File: src/rtl/aes_state_mux.sv
// aes_state_mux: selects one of CHANNELS input words (fixed select or
// round-robin among valid channels) into a single-entry registered output.
//
// Handshake: a word moves across any valid/ready pair on the rising edge
// where both valid and ready are high. Ready never depends on that same
// channel's valid in fixed mode. In round-robin mode, ready is raised only
// on the granted channel. Valid must hold its word until ready is seen.
module aes_state_mux #(
  parameter int WIDTH    = 128,
  parameter int CHANNELS = 4,
  parameter int SEL_W    = 2
) (
  input  logic                      clk,
  input  logic                      rst,
  input  logic [CHANNELS*WIDTH-1:0] in_data,
  input  logic [CHANNELS-1:0]       in_valid,
  output logic [CHANNELS-1:0]       in_ready,
  input  logic [SEL_W-1:0]          sel,
  input  logic                      rr_mode,
  output logic [WIDTH-1:0]          out_data,
  output logic                      out_valid,
  input  logic                      out_ready,
  output logic [SEL_W-1:0]          out_chan
);

  // Output register and round-robin pointer
  logic [WIDTH-1:0] out_data_q,  out_data_d;
  logic [SEL_W-1:0] out_chan_q,  out_chan_d;
  logic             out_valid_q, out_valid_d;
  logic [SEL_W-1:0] rr_ptr_q,    rr_ptr_d;

  // Combinational selection signals
  logic                space;
  logic                sel_ok;
  logic [SEL_W:0]      rr_idx [CHANNELS];
  logic [CHANNELS-1:0] rr_hit;
  logic                rr_any;
  logic [SEL_W-1:0]    rr_grant;
  logic [SEL_W-1:0]    xfer_chan;
  logic                xfer;
  logic [WIDTH-1:0]    xfer_data;
  logic [SEL_W-1:0]    rr_next;

  // The output slot can take a word if it is empty or is being drained now.
  assign space = !out_valid_q || out_ready;

  // A select at or beyond CHANNELS addresses no channel at all.
  assign sel_ok = ({1'b0, sel} < (SEL_W+1)'(CHANNELS));

  // Search position g is channel (rr_ptr + g) mod CHANNELS. rr_ptr and g are
  // both below CHANNELS, so a single conditional subtract performs the wrap.
  for (genvar g = 0; g < CHANNELS; g++) begin : g_rr
    logic [SEL_W:0] sum;
    assign sum       = {1'b0, rr_ptr_q} + (SEL_W+1)'(g);
    assign rr_idx[g] = (sum >= (SEL_W+1)'(CHANNELS)) ? (sum - (SEL_W+1)'(CHANNELS)) : sum;
    assign rr_hit[g] = in_valid[rr_idx[g][SEL_W-1:0]];
  end

  assign rr_any = |rr_hit;

  // Round-robin grant: the earliest valid channel at or after rr_ptr.
  always_comb begin
    rr_grant = '0;
    for (int i = CHANNELS - 1; i >= 0; i--) begin
      if (rr_hit[i]) rr_grant = rr_idx[i][SEL_W-1:0];
    end
  end

  // Per-channel ready: at most one bit set, and none while in reset.
  always_comb begin
    in_ready = '0;
    if (!rst && space) begin
      if (rr_mode) begin
        if (rr_any) in_ready[rr_grant] = 1'b1;
      end else if (sel_ok) begin
        in_ready[sel] = 1'b1;
      end
    end
  end

  assign xfer      = |(in_valid & in_ready);
  assign xfer_chan = rr_mode ? rr_grant : sel;

  // Data mux for the channel that is transferring this cycle.
  always_comb begin
    xfer_data = '0;
    for (int k = 0; k < CHANNELS; k++) begin
      if (xfer_chan == SEL_W'(k)) xfer_data = in_data[k*WIDTH +: WIDTH];
    end
  end

  // Pointer after a round-robin grant: one past the winner, wrapping at CHANNELS-1.
  assign rr_next = ({1'b0, rr_grant} == (SEL_W+1)'(CHANNELS - 1)) ? '0 : rr_grant + 1'b1;

  // Next-state for the output slot and the round-robin pointer.
  always_comb begin
    out_data_d  = out_data_q;
    out_chan_d  = out_chan_q;
    out_valid_d = out_valid_q;
    rr_ptr_d    = rr_ptr_q;
    if (xfer) begin
      out_data_d  = xfer_data;
      out_chan_d  = xfer_chan;
      out_valid_d = 1'b1;
      if (rr_mode) rr_ptr_d = rr_next;
    end else if (out_ready) begin
      // Drained with nothing to replace it: data and channel keep their last value.
      out_valid_d = 1'b0;
    end
  end

  // State registers with synchronous reset.
  always_ff @(posedge clk) begin
    if (rst) begin
      out_data_q  <= '0;
      out_chan_q  <= '0;
      out_valid_q <= 1'b0;
      rr_ptr_q    <= '0;
    end else begin
      out_data_q  <= out_data_d;
      out_chan_q  <= out_chan_d;
      out_valid_q <= out_valid_d;
      rr_ptr_q    <= rr_ptr_d;
    end
  end

  assign out_data  = out_data_q;
  assign out_chan  = out_chan_q;
  assign out_valid = out_valid_q;

endmodule
File: config.mk
export PLATFORM = sky130hd
export DESIGN_NAME = aes_state_mux
export DESIGN_NICKNAME = d
export VERILOG_FILES = /design/src/rtl/aes_state_mux.sv
export SDC_FILE = /design/constraint.sdc
export NUM_CORES = 1
export LEC_CHECK = 0
export BUFFER_PORTS_ARGS = -buffer_cell sky130_fd_sc_hd__buf_2
export CAP_MARGIN = 20
export CORE_AREA = 2 2 259 261
export CTS_CLUSTER_DIAMETER = 60
export DETAILED_ROUTE_END_ITERATION = 16
export DIE_AREA = 0 0 261 263
export PLACE_DENSITY_LB_ADDON = 0.08
export SKIP_CTS_REPAIR_TIMING = 1
export SYNTH_ARGS = -nofsm -noshare
export SYNTH_HDL_FRONTEND = slang
export SYNTH_SLANG_ARGS = --single-unit
File: constraint.sdc
create_clock -name clk -period 4.5 [get_ports clk]
set_input_delay 0.225 -clock clk [delete_from_list [all_inputs] [get_ports clk]]
set_output_delay 0.225 -clock clk [all_outputs]
set_load 0.05 [all_outputs]
==> flow_metrics.tcl <==
set metrics [dict create \
    place.detailed.hpwl_microns 42490 \
    path_max_fanout 26 \
    drive_gt1_frac 0.4329 \
    cts_buffers 17 \
    start_util 0.1487 \
    io_pins 657 \
    chipHeight_microns 263 \
    drc 0 \
    slew_viol_final 0 \
    pwr-share-seq 0.282 \
    finalClockSkew_ns 0.008622 \
    grt_max_degree 97 \
    post_drt_wl_per_cell_microns 22.86 \
    stdcell_area_sq_um 14330 \
    grt_pass1_wl_microns 83850 \
    netlist_instances 1131 \
    antenna_found_initial 18 \
    cts_buffer_depth 2 \
    die_area_sq_um 68640 \
    portBuffers 656 \
    synth_flop_cell "dfxtp_1" \
    synth-edff-count 0 \
    status "completed" \
    track_usage 0.1633 \
    grt_remaining_overflow 0 \
    synth_cell_type_count 32 \
    core.rowCount 94 \
    syn_to_final_growth_pct 46.86 \
    p_int_mw 2.903 \
    max_cap_violations 0 \
    die_w_microns 261 \
    gp_congestion 0.7840 \
    grt_pass1_vias 12460 \
    fin_ws_ns 1.251 \
    nFillCells 7485 \
    async_flop_share 0 \
    required_ns 4.86 \
    syn_nets 1657 \
    r2r-start "rr_ptr_q[0]" \
    hold_depth 3 \
    wl_microns 58250 \
    finalSetupViolCount 0 \
    hp-class "input port to flop" \
    rsz0062_at_grt "false" \
    synth_seq_cells 133 \
    cts_root_buf "clkbuf_16" \
    h-tree-depth 4 \
    synth-seq-area-share 0.2729 \
    dpl_cell_area_sq_um 13770 \
    antenna_left 0 \
    core_sq_um 65630 \
    yosysWarnings 0 \
    finalCritPeriodShare 0.7220 \
    drt-initial-drc-count 607 \
    critPathCaptureType "flop" \
    power_frac_comb 0.460 \
    cts_num_sinks 133 \
    min-delay-start "in_data[310]" \
    worst_pin_slew_ns 0.8558 \
    slew_headroom 0.4295 \
    whs_endpoint "out_data[54]" \
    insertion_delay_ns 0.47 \
    syn_area_sq_um 9756 \
    cts_tree "done" \
    timing.rr.end "rr_ptr_q[1]" \
    leakage_nw 5.983 \
    fin_tns_setup_ns 0 \
    num-nets-final 2190 \
    crit_type "flop to flop" \
    avgSynthCellArea_sq_um 8.626 \
    hold_viol_final 0 \
    min_period_ns 3.249 \
    vias 12050 \
    reg2reg_depth 10 \
    regToRegSetupSlack_ns 1.25 \
    powerDensity_nw_per_um2 372.9 \
    start_kind "flop" \
    ir_worst_vdd_mv 0.2319 \
    fmax_mhz 307.8 \
    vias_per_cell 4.727 \
    dpl_worst_slack_ns 1.149 \
    dr.pass1.iters 5 \
    netSwitchingPower_mw 2.439 \
    path_clk_slew_ns 0.06 \
    p_clk_frac 0.258 \
    swShare 0.4566 \
    cp_data_arrival_time_ns 3.61 \
]
==> cells by family after synthesis <==
logic type | count (synthesis) | share of synthesized area
and+or+nand+nor | 412 | 0.2960
AOI/OAI and AO/OA | 403 | 0.3436
buffers and inverters | 177 | 0.08016
DFF | 133 | 0.2729
adders and majority gates | 4 | 0.005130
muxes | 2 | 0.002180
==> power groups by stage <==
stage / clock network (mW) / registers (mW) / logic, mW
global route: 1.49 / 1.54 / 2.63
global placement: 0 / 1.53 / 2.54
detailed placement: 0 / 1.53 / 2.51
finish: 1.38 / 1.51 / 2.46
floorplan: 0 / 2.28 / 0.862
CTS: 1.45 / 1.51 / 2.51
==> worst max-delay path: stages (launching register included) <==
cell      delay (ns)
dfxtp_1         0.39
nor2b_1         0.06
o21ai_0         0.45
and3_1          0.34
inv_1           0.09
ha_1            0.20
a32oi_1         0.28
o22a_4          0.43
buf_4           0.37
a21boi_0        0.22
mux2_2          0.31
==> per-stage QoR <==
| step | power, mW | util | cells | hold WS (ns) |
|---|---|---|---|---|
| final | 5.342 | 0.2183 | 2548 | 0.09818 |
| after floorplan | 3.142 | - | 1131 | 0.4762 |
| after detailed placement | 4.040 | 0.2099 | 2509 | 0.4472 |
| after CTS | 5.474 | 0.2180 | 2541 | 0.05262 |
| after global placement | 4.063 | 0.2099 | 2509 | 0.4412 |
| after global routing | 5.649 | 0.2183 | 2547 | 0.07864 |
==> registers in the layout, summed over array words and instances, names as in the netlist <==
signal	cells
out_valid	1
out_chan	2
out_data	128
rr_ptr_q	2
==> cells in the final DEF (no fill, tap or decap), types with 2 or more instances in the layout <==
| cell type | count |
|---|---|
| buf_12 | 9 |
| inv_1 | 5 |
| diode_2 | 7 |
| nor2_1 | 6 |
| ha_1 | 4 |
| nand2b_1 | 3 |
| clkbuf_1 | 4 |
| o22a_4 | 2 |
| a211oi_1 | 2 |
| o21bai_1 | 2 |
| clkinvlp_4 | 3 |
| clkinv_2 | 6 |
| clkbuf_16 | 17 |
| and2_1 | 257 |
| o31ai_1 | 128 |
| a221oi_1 | 256 |
| nor2b_1 | 6 |
| a32oi_1 | 4 |
| nand3b_1 | 4 |
| dfxtp_1 | 133 |
| a21oi_1 | 3 |
| buf_2 | 655 |
| nand4b_1 | 128 |
| buf_4 | 22 |
==> worst max-delay path by stage <==
| stage | start | endpoint | slack [ns] | depth (start not counted) |
|---|---|---|---|---|
| floorplan | rr_ptr_q[0] | out_data[0] | 2.25 | 12 |
| global placement | in_valid[0] | rr_ptr_q[1] | 1.19 | 11 |
| detailed placement | in_valid[0] | rr_ptr_q[1] | 1.15 | 11 |
| CTS | rr_ptr_q[0] | rr_ptr_q[1] | 1.18 | 10 |
| global route | rr_ptr_q[0] | rr_ptr_q[1] | 0.91 | 10 |
| finish | rr_ptr_q[0] | rr_ptr_q[1] | 1.25 | 10 |
==> cells in the mapped netlist (2+ instances only) <==
cell      count  share of area
and2_1      258           0.17
a221oi_1    256           0.23
dfxtp_1     133           0.27
nand4b_1    128           0.11
o31ai_1     128          0.098
clkbuf_1    127          0.049
buf_2        34          0.017
buf_6        10          0.012
nor2_1        6         0.0023
nor2b_1       6         0.0038
inv_1         5         0.0019
a32oi_1       4         0.0036
ha_1          4         0.0051
nand2b_1      4         0.0026
nand3b_1      4         0.0031
a21oi_1       3         0.0015
a211oi_1      2         0.0015
a31o_2        2         0.0018
nand3_1       2         0.0010
o21bai_1      2         0.0015
o22a_2        2         0.0021
==> routing by layer <==
| metal | GRT usage | wire [microns] | vias up |
|---|---|---|---|
| met5 | 0 | 123 | - |
| met4 | 0.05421 | 1397 | 22 |
| met3 | 0.04737 | 4138 | 77 |
| met2 | 0.2877 | 29270 | 433 |
| met1 | 0.1873 | 23310 | 5867 |
| li1 | - | - | 5646 |
==> area by class of cell <==
type / instances / area, sq um / area share
antenna: 7 / 17.52 / 0.001223
tap: 864 / 1081 / 0.07545
inverter: 5 / 18.77 / 0.001310
sequential: 133 / 2663 / 0.1858
timing repair buffer: 686 / 3623 / 0.2529
multi-input combinational: 821 / 6387 / 0.4458
clock buffer: 22 / 454.2 / 0.03170
clock inverter: 10 / 82.58 / 0.005764
No activity file was read; power rests on OpenSTA's default activity.
